===== src/rtl/result_face_display_if.sv =====
// Purpose: trigger inputs and display/buzzer outputs of the end-of-game face driver.
// Latency: plain wires, no storage.
// Backpressure: none; triggers are levels held by the game controller.
// Ports: fail/win (controller -> driver), hang/red/green/beep/repeat_rst/busy (driver -> board/controller).
interface result_face_display_if;
  logic       fail;
  logic       win;
  logic [7:0] hang;
  logic [7:0] red;
  logic [7:0] green;
  logic       beep;
  logic       repeat_rst;
  logic       busy;

  // master = game controller side, slave = face driver side
  modport master (
    output fail, win,
    input  hang, red, green, beep, repeat_rst, busy
  );
  modport slave (
    input  fail, win,
    output hang, red, green, beep, repeat_rst, busy
  );
endinterface


===== src/rtl/result_face_display.sv =====
// Purpose: on fail/win, scan a crying (red) or smiling (green) face and beep, then request a game restart.
// Latency: the edge that samples a trigger in IDLE already drives row 0; all outputs are registered.
// Backpressure: restart request is held until both triggers drop; dropping the trigger mid-show aborts.
// Ports: clk, rst_n (sync, active-low); bus.slave carries fail/win in and
//        hang (active-low row), red/green (columns), beep, repeat_rst, busy out.
module result_face_display #(
  parameter int SCAN_DIV       = 1,
  parameter int BEEP_HALF_FAIL = 11,
  parameter int BEEP_HALF_WIN  = 4,
  parameter int SHOW_CYCLES    = 50,
  parameter int CNT_W          = 16
) (
  input  logic                 clk,
  input  logic                 rst_n,
  result_face_display_if.slave bus
);

  typedef enum logic [1:0] {IDLE, SHOW_FAIL, SHOW_WIN, DONE} state_t;

  localparam logic [CNT_W-1:0] ONE       = CNT_W'(1);
  localparam logic [CNT_W-1:0] SCAN_LAST = CNT_W'(SCAN_DIV - 1);
  localparam logic [CNT_W-1:0] BF_LAST   = CNT_W'(BEEP_HALF_FAIL - 1);
  localparam logic [CNT_W-1:0] BW_LAST   = CNT_W'(BEEP_HALF_WIN - 1);
  localparam logic [CNT_W-1:0] SHOW_LAST = CNT_W'(SHOW_CYCLES - 1);

  state_t           state_q, state_d;
  logic [2:0]       row_q, row_d;
  logic [CNT_W-1:0] row_div_q, row_div_d;
  logic [CNT_W-1:0] beep_div_q, beep_div_d;
  logic [CNT_W-1:0] show_cnt_q, show_cnt_d;
  logic [CNT_W-1:0] half_last;
  logic             trig;
  logic             beep_q, beep_d;
  logic             rep_q, rep_d;
  logic             busy_q, busy_d;
  logic [7:0]       hang_q, hang_d;
  logic [7:0]       red_q, red_d;
  logic [7:0]       green_q, green_d;

  function automatic logic [7:0] fail_row(input logic [2:0] r);
    case (r)
      3'd0:    fail_row = 8'h81;
      3'd1:    fail_row = 8'h42;
      3'd2:    fail_row = 8'h24;
      3'd3:    fail_row = 8'h42;
      3'd4:    fail_row = 8'h81;
      3'd5:    fail_row = 8'h18;
      3'd6:    fail_row = 8'h24;
      default: fail_row = 8'h42;
    endcase
  endfunction

  function automatic logic [7:0] win_row(input logic [2:0] r);
    case (r)
      3'd1, 3'd2: win_row = 8'h66;
      3'd4:       win_row = 8'h81;
      3'd5:       win_row = 8'h42;
      3'd6:       win_row = 8'h3C;
      default:    win_row = 8'h00;
    endcase
  endfunction

  always_comb begin
    state_d    = state_q;
    row_d      = 3'd0;
    row_div_d  = '0;
    beep_div_d = '0;
    show_cnt_d = '0;
    half_last  = BF_LAST;
    trig       = 1'b0;
    beep_d     = 1'b0;
    rep_d      = 1'b0;
    busy_d     = 1'b0;
    hang_d     = 8'hFF;
    red_d      = 8'h00;
    green_d    = 8'h00;

    unique case (state_q)
      IDLE: begin
        // fail wins a tie; counters default to zero so the show starts clean
        if (bus.fail)     state_d = SHOW_FAIL;
        else if (bus.win) state_d = SHOW_WIN;
      end
      SHOW_FAIL, SHOW_WIN: begin
        // only the trigger that started the show matters; the other is ignored
        trig      = (state_q == SHOW_FAIL) ? bus.fail : bus.win;
        half_last = (state_q == SHOW_FAIL) ? BF_LAST : BW_LAST;
        if (!trig) begin
          state_d = IDLE;
        end else if (show_cnt_q == SHOW_LAST) begin
          state_d = DONE;
          rep_d   = 1'b1;
        end else begin
          show_cnt_d = show_cnt_q + ONE;
          if (row_div_q == SCAN_LAST) begin
            row_d = row_q + 3'd1;
          end else begin
            row_d     = row_q;
            row_div_d = row_div_q + ONE;
          end
          if (beep_div_q == half_last) begin
            beep_d = ~beep_q;
          end else begin
            beep_d     = beep_q;
            beep_div_d = beep_div_q + ONE;
          end
        end
      end
      DONE: begin
        if (!bus.fail && !bus.win) state_d = IDLE;
        else                       rep_d   = 1'b1;
      end
      default: state_d = IDLE;
    endcase

    // outputs are derived from the next state so they line up with it
    if (state_d == SHOW_FAIL || state_d == SHOW_WIN) begin
      busy_d = 1'b1;
      hang_d = ~(8'h80 >> row_d);
      if (state_d == SHOW_FAIL) red_d   = fail_row(row_d);
      else                      green_d = win_row(row_d);
    end
  end

  always_ff @(posedge clk) begin
    if (!rst_n) begin
      state_q    <= IDLE;
      row_q      <= 3'd0;
      row_div_q  <= '0;
      beep_div_q <= '0;
      show_cnt_q <= '0;
      beep_q     <= 1'b0;
      rep_q      <= 1'b0;
      busy_q     <= 1'b0;
      hang_q     <= 8'hFF;
      red_q      <= 8'h00;
      green_q    <= 8'h00;
    end else begin
      state_q    <= state_d;
      row_q      <= row_d;
      row_div_q  <= row_div_d;
      beep_div_q <= beep_div_d;
      show_cnt_q <= show_cnt_d;
      beep_q     <= beep_d;
      rep_q      <= rep_d;
      busy_q     <= busy_d;
      hang_q     <= hang_d;
      red_q      <= red_d;
      green_q    <= green_d;
    end
  end

  assign bus.hang       = hang_q;
  assign bus.red        = red_q;
  assign bus.green      = green_q;
  assign bus.beep       = beep_q;
  assign bus.repeat_rst = rep_q;
  assign bus.busy       = busy_q;

endmodule


===== src/flat_wrapper.sv =====
// flat-port wrapper written by rule: the top's interface ports become plain ports
module result_face_display_flat 
#(
  parameter int SCAN_DIV       = 1,
  parameter int BEEP_HALF_FAIL = 11,
  parameter int BEEP_HALF_WIN  = 4,
  parameter int SHOW_CYCLES    = 50,
  parameter int CNT_W          = 16
)
  (clk, rst_n, bus_fail, bus_win, bus_hang, bus_red, bus_green, bus_beep, bus_repeat_rst, bus_busy);
  result_face_display_if bus_i ();
  input  logic clk;
  input  logic rst_n;
  input wire logic [$bits(bus_i.fail)-1:0] bus_fail;
  input wire logic [$bits(bus_i.win)-1:0] bus_win;
  output wire logic [$bits(bus_i.hang)-1:0] bus_hang;
  output wire logic [$bits(bus_i.red)-1:0] bus_red;
  output wire logic [$bits(bus_i.green)-1:0] bus_green;
  output wire logic [$bits(bus_i.beep)-1:0] bus_beep;
  output wire logic [$bits(bus_i.repeat_rst)-1:0] bus_repeat_rst;
  output wire logic [$bits(bus_i.busy)-1:0] bus_busy;
  assign bus_i.fail = bus_fail;
  assign bus_i.win = bus_win;
  assign bus_hang = bus_i.hang;
  assign bus_red = bus_i.red;
  assign bus_green = bus_i.green;
  assign bus_beep = bus_i.beep;
  assign bus_repeat_rst = bus_i.repeat_rst;
  assign bus_busy = bus_i.busy;
  result_face_display #(.SCAN_DIV(SCAN_DIV), .BEEP_HALF_FAIL(BEEP_HALF_FAIL), .BEEP_HALF_WIN(BEEP_HALF_WIN), .SHOW_CYCLES(SHOW_CYCLES), .CNT_W(CNT_W)) u_core (.clk(clk), .rst_n(rst_n), .bus(bus_i));
endmodule

===== config.mk =====
export PLATFORM = sky130hd
export DESIGN_NAME = result_face_display_flat
export DESIGN_NICKNAME = d
export VERILOG_FILES = /design/src/rtl/result_face_display_if.sv /design/src/rtl/result_face_display.sv /design/src/flat_wrapper.sv
export SDC_FILE = /design/constraint.sdc
export NUM_CORES = 1
export LEC_CHECK = 0
export CELL_PAD_IN_SITES_DETAIL_PLACEMENT = 0
export CELL_PAD_IN_SITES_GLOBAL_PLACEMENT = 1
export CORE_ASPECT_RATIO = 0.7
export CORE_MARGIN = 2
export CORE_UTILIZATION = 35
export DETAILED_ROUTE_END_ITERATION = 8
export GPL_ROUTABILITY_DRIVEN = 0
export HOLD_SLACK_MARGIN = 0.05
export PLACE_DENSITY_LB_ADDON = 0.1
export SETUP_SLACK_MARGIN = 0.1
export SLEW_MARGIN = 40
export SYNTH_ARGS = -nofsm -noshare
export SYNTH_HDL_FRONTEND = slang
export SYNTH_SLANG_ARGS = --single-unit

===== constraint.sdc =====
create_clock -name clk -period 7.25 [get_ports clk]
set_clock_uncertainty 0.2 [all_clocks]
set_input_delay 0.725 -clock clk [delete_from_list [all_inputs] [get_ports clk]]
set_output_delay 0.725 -clock clk [all_outputs]
set_load 0.01 [all_outputs]

Word-level counts from Yosys, hierarchy flattened
Cells that the tools add are included.
- add/sub/neg operators: 4
- $mul: 0
- divide/modulo/power cells: 0
- $lt $le $gt $ge: 0
- equality and inequality tests: 12
- shifts and indexed selects: 1
- muxes and demuxes: 19
- bitwise gates (word level): 6
- reduce and logical (&&, ||, !) cells: 17
- operator list (cell ; count):
    16-bit by 1-bit adder with 16-bit output (second input constant) ; 3
    8-bit one-hot mux with 4 select lines ; 1
    8-bit one-hot mux with 3 select lines ; 1
    16-bit == test ; 1
    16-bit by 6-bit == test with 1-bit output (second input constant) ; 1
    16-bit logical NOT ; 1
    3-bit 2-to-1 mux ; 4
    2-bit 2-to-1 mux ; 5
    5-bit OR reduction ; 2
    3-bit == test (second input constant) ; 3
    8-bit NOT ; 1
    2-bit OR reduction ; 4
    8-bit by 3-bit right shift with 8-bit output (first input constant) ; 1
    2-bit == test (second input constant) ; 3
    2-bit one-hot mux with 3 select lines ; 1
    1-bit 2-to-1 mux ; 5
    1-bit NOT ; 5
    2-bit by 1-bit == test with 1-bit output (second input constant) ; 2
    4-bit 2-to-1 mux ; 1
    4-bit OR reduction ; 1
    3-bit by 1-bit adder with 3-bit output (second input constant) ; 1
    3-bit by 1-bit == test with 1-bit output (second input constant) ; 1
    3-bit by 2-bit == test with 1-bit output (second input constant) ; 1
    3-bit logical NOT ; 1
    8 further kinds ; 9
- bits in registers: 80
- latch bits: 0
- bits in writable memories: 0
- memory bits (read-only): 0
- output and inout bits: 27
- memories: 0

Longest topological paths before layout
- word-level depth: 8
- gate-level depth with buffers: 12
- depth with buffers taken out: 12

Least setup slack after synthesis
No wires, ideal clock.
- path kind: input to register
- start: input bus_fail
- end: register u_core.hang_q[4] (netlist: u_core.bus.hang[4])
- library setup time: 0.134 ns
- arrival: 2.419 ns
- required time: 6.916 ns
- path slack: 4.497 ns
- cell stages on the path: 10
- path buffers: 0
- cell sequence: mux2_2 -> nand2_1 -> nor2_1 -> o31ai_1 -> inv_1 -> ha_1 -> nor2_1 -> nand3_1 -> nor2_1 -> nand3_1
- word-level cells in the longest chain between the ends: 7
- RTL lines (item ; line ; RTL):
    from (decl) ; flat_wrapper.sv:14 ; input wire logic [$bits(bus_i.fail)-1:0] bus_fail;
    1-bit logical NOT ; result_face_display.sv:110 ; if (!bus.fail && !bus.win) state_d = IDLE;
    1-bit logical AND ; result_face_display.sv:110 ;
    2-bit 2-to-1 mux ; result_face_display.sv:110 ;
    2-bit one-hot mux with 3 select lines (*) ; result_face_display.sv:78 ; unique case (state_q)
    named net u_core.state_d[1] ; result_face_display.sv:26 ; state_t state_q, state_d;
    2-bit by 1-bit == test with 1-bit output / 2-bit == test (equally long branches) ; result_face_display.sv:117 ; if (state_d == SHOW_FAIL || state_d == SHOW_WIN) begin
    1-bit logical OR (*) ; result_face_display.sv:117 ;
    2-bit AND reduction (no line) (*) ; -- ;
    to (signal assigned) ; result_face_display.sv:147 ; hang_q <= hang_d;
    to (decl) ; result_face_display.sv:36 ; logic [7:0] hang_q, hang_d;
The timed path passes the listed nets; every way through them passes the cells marked *.
A chain may end at the register's enable or synchronous reset.

Final worst setup path
Same ends and word-level chain as after synthesis.

==> results.toml <==
[run_status]
status = "finished clean"

[worst_setup_path]
reg2reg_slack_ns = 4.12
critical_path_class = "primary input to flop"
reg2reg_depth = 12
crit_slowest_cell = "clkdlybuf4s50_1"
rr_startpoint = "u_core.state_q[0]"
crit_path_frequent_cell = "nor2_1"
cp_max_fo = 6
startpoint_type = "primary input"
arrival_ns = 3.25
crit_required_ns = 7.24
critPathBufInv = 2
cp-end-kind = "flop"
max_stage_delay_ns = 0.48
r2r-end = "u_core.bus.hang[4]"
crit_path_cell_trace = "clkdlybuf4s50_1 > mux2_2 > nand2_1 > nor2_1 > o31ai_1 > inv_1 > ha_1 > nor2_1 > nand3_1 > nor2_1 > nand3_1"
path_delay_family = "simple AND/OR/NAND/NOR gates"

[detailed_routing]
first_pass_iters = 4
drt_wl_total_mm = 6.11
via_per_inst = 4.55
drc = 0
drt_iter0_drc = 117
avgRoutedWirePerCell_um = 11.9
drtAntennaViolNets = 0
vias = 2339

[clock_tree]
numCtsBuffers = 9
cts_max_level = 3
clock_path_buffers = 2
clock_latency_ns = 0.33
postCtsSetupRepairBufs = 0
clock-sinks = 72
cts_tree = "done"
ctsRootBufferMaster = "clkbuf_16"
cts_resized = 0
cts_hold_buf = 0
clkTransAtPathRegs_ns = 0.06

[global_route]
grt_use_total_pct = 13.4
grt_overflow_total = 0
grt_pass1_wl_mm = 10.7
antenna_found_initial = 0
grt_max_degree = 25
grt_pass1_vias = 2243

[hold_path]
worstHoldEndpoint = "u_core.show_cnt_q[0]"
hold_depth = 1
min_from = "u_core.show_cnt_q[0]"
hp-class = "flop to flop"

[placement]
place_area_um2 = 3570
dp_hpwl_mm = 4.29
io_buffers = 30

[synth]
synth_area_um2 = 3190
ys.flop_type = "dfxtp_1"
yosys_warnings = 0
syn_area_per_cell_um2 = 8.86
syn_nets = 375
yosysUniqueCellTypes = 44
synth-edff-count = 0
ys_seq_elements = 72
synthArstFlopShare_pct = 0
syn_inst = 360
synth.yosys.seq_area_share_pct = 45.2

[timing]
hold_viol = 0
max_slew_margin_pct = 61.2
rsz0062_at_grt = "no"
whs_ns = 0.284
setup_viol = 0
period_needed_ns = 3.26
tightest_slew_ns = 0.577
max_freq_mhz = 307
slew_viol_final = 0
fin_crit_sh_pct = 45.0
setup_tns_ns = 0

[cells_and_area]
final_common_cell = "dfxtp_1"
post-route-util_pct = 43.4
most-common-layout-cells = "dfxtp_1, nor2_1, clkdlybuf4s50_1"
final_layout_size_suffix_gt1_share_pct = 7.95
layout.nets = 401
fill_cells = 891
diodes = 0
area_growth_syn_to_layout_pct = 22.0
design_area_um2 = 3890

[floorplan]
core.rowCount = 29
coreArea_um2 = 8960
die-area_um2 = 9900
die_w_um = 118
die_h_um = 83.9
io-pin-count = 31
start_util_pct = 35.6

[power]
p_leak_nw = 1.36
powerDensity_nw_per_um2 = 244
peakVddDrop_uv = 187

[flow_run]
maxCapViolCount = 0
==> layout make-up <==
class,count,area [um^2],share of cell area (%)
timing repair buffer,30,300,7.72
sequential,72,1440,37.1
clock inverter,3,65.1,1.67
multi-input combinational,255,1600,41.2
tap,124,155,3.99
inverter,18,67.6,1.74
clock buffer,12,256,6.59
==> cell families after synthesis <==
kind of cell / synth area share [%]
mux: 2.00
simple gates: 28.4
xor+xnor: 11.8
fa+ha+maj: 4.32
compound gates: 3.38
buf+inv: 4.87
flops: 45.2
==> layer usage <==
metal  track usage, %  share of wire [%]
met4             4.93                1.3
met3             5.26                4.9
met5                0                  0
met2             18.0                 37
met1             19.1                 56
==> cell usage after synthesis (2+ instances only) <==
cell       n  share of area [%]
xnor2_1   26                7.1
buf_4      8                1.9
nor3_1    10                1.6
nand2b_1   2               0.39
nand2_1   20                2.4
nor4_1     6                1.2
and3_1     5               0.98
nand3_1   17                2.7
and4_1     4                1.1
ha_1      11                4.3
mux2i_1    3               0.94
a21oi_1    8                1.3
nand4_1   12                2.4
clkbuf_1   6               0.71
nor3b_1    2               0.47
or2_2      3               0.59
inv_1     18                2.1
nor2_1    71                8.4
xor2_1    17                4.7
o21ai_0    6               0.94
nor2b_1    8                1.6
mux2_2     3                1.1
dfxtp_1   72                 45
or3_1      2               0.39
==> worst max path at each step <==
| stage | endpoint | slack, ns | cells after the start | start |
|---|---|---|---|---|
| 2_1_floorplan | u_core.bus.hang[4] | 4.50 | 10 | bus_fail |
| 3_5_place_dp | u_core.bus.hang[6] | 3.66 | 11 | bus_fail |
| 3_3_place_gp | u_core.bus.hang[4] | 3.72 | 11 | bus_win |
| 5_1_grt | u_core.bus.hang[6] | 3.67 | 11 | bus_fail |
| 6_report | u_core.bus.hang[4] | 3.99 | 11 | bus_fail |
| 4_1_cts | u_core.bus.hang[6] | 4.00 | 11 | bus_fail |
==> registers in the layout, indices dropped and copies added (netlist names) <==
name	count
u_core.beep_div_q	16
u_core.bus.beep	1
u_core.bus.busy	1
u_core.bus.green	4
u_core.bus.hang	8
u_core.bus.red	4
u_core.bus.repeat_rst	1
u_core.row_div_q	16
u_core.row_q	3
u_core.show_cnt_q	16
u_core.state_q	2
==> metrics by stage <==
step | setup WS, ns | std cells | power (mW)
after floorplan | 4.50 | 360 | 0.461
after global placement | 3.72 | 499 | 0.484
after detailed placement | 3.66 | 499 | 0.484
after CTS | 4.00 | 514 | 0.964
after global routing | 3.67 | 514 | 0.989
final | 3.99 | 514 | 0.947
==> worst reg2reg max path: stages (launching register included) <==
cell and delay, ns:
dfxtp_1 0.36, inv_1 0.09, ha_1 0.34, nor2b_1 0.14, o21ai_0 0.21, a21oi_1 0.10
o31ai_1 0.37, inv_1 0.09, ha_1 0.29, nor2_1 0.18, nand3_1 0.23, nor2_1 0.29
nand3_1 0.11
==> power by group <==
part,switching (mW),total (mW),internal [mW]
logic,0.0367,0.0653,0.0286
registers,0.00557,0.410,0.404
clock network,0.155,0.472,0.317
total,0.197,0.947,0.750
Note: power is estimated with default switching activity, not from simulation.
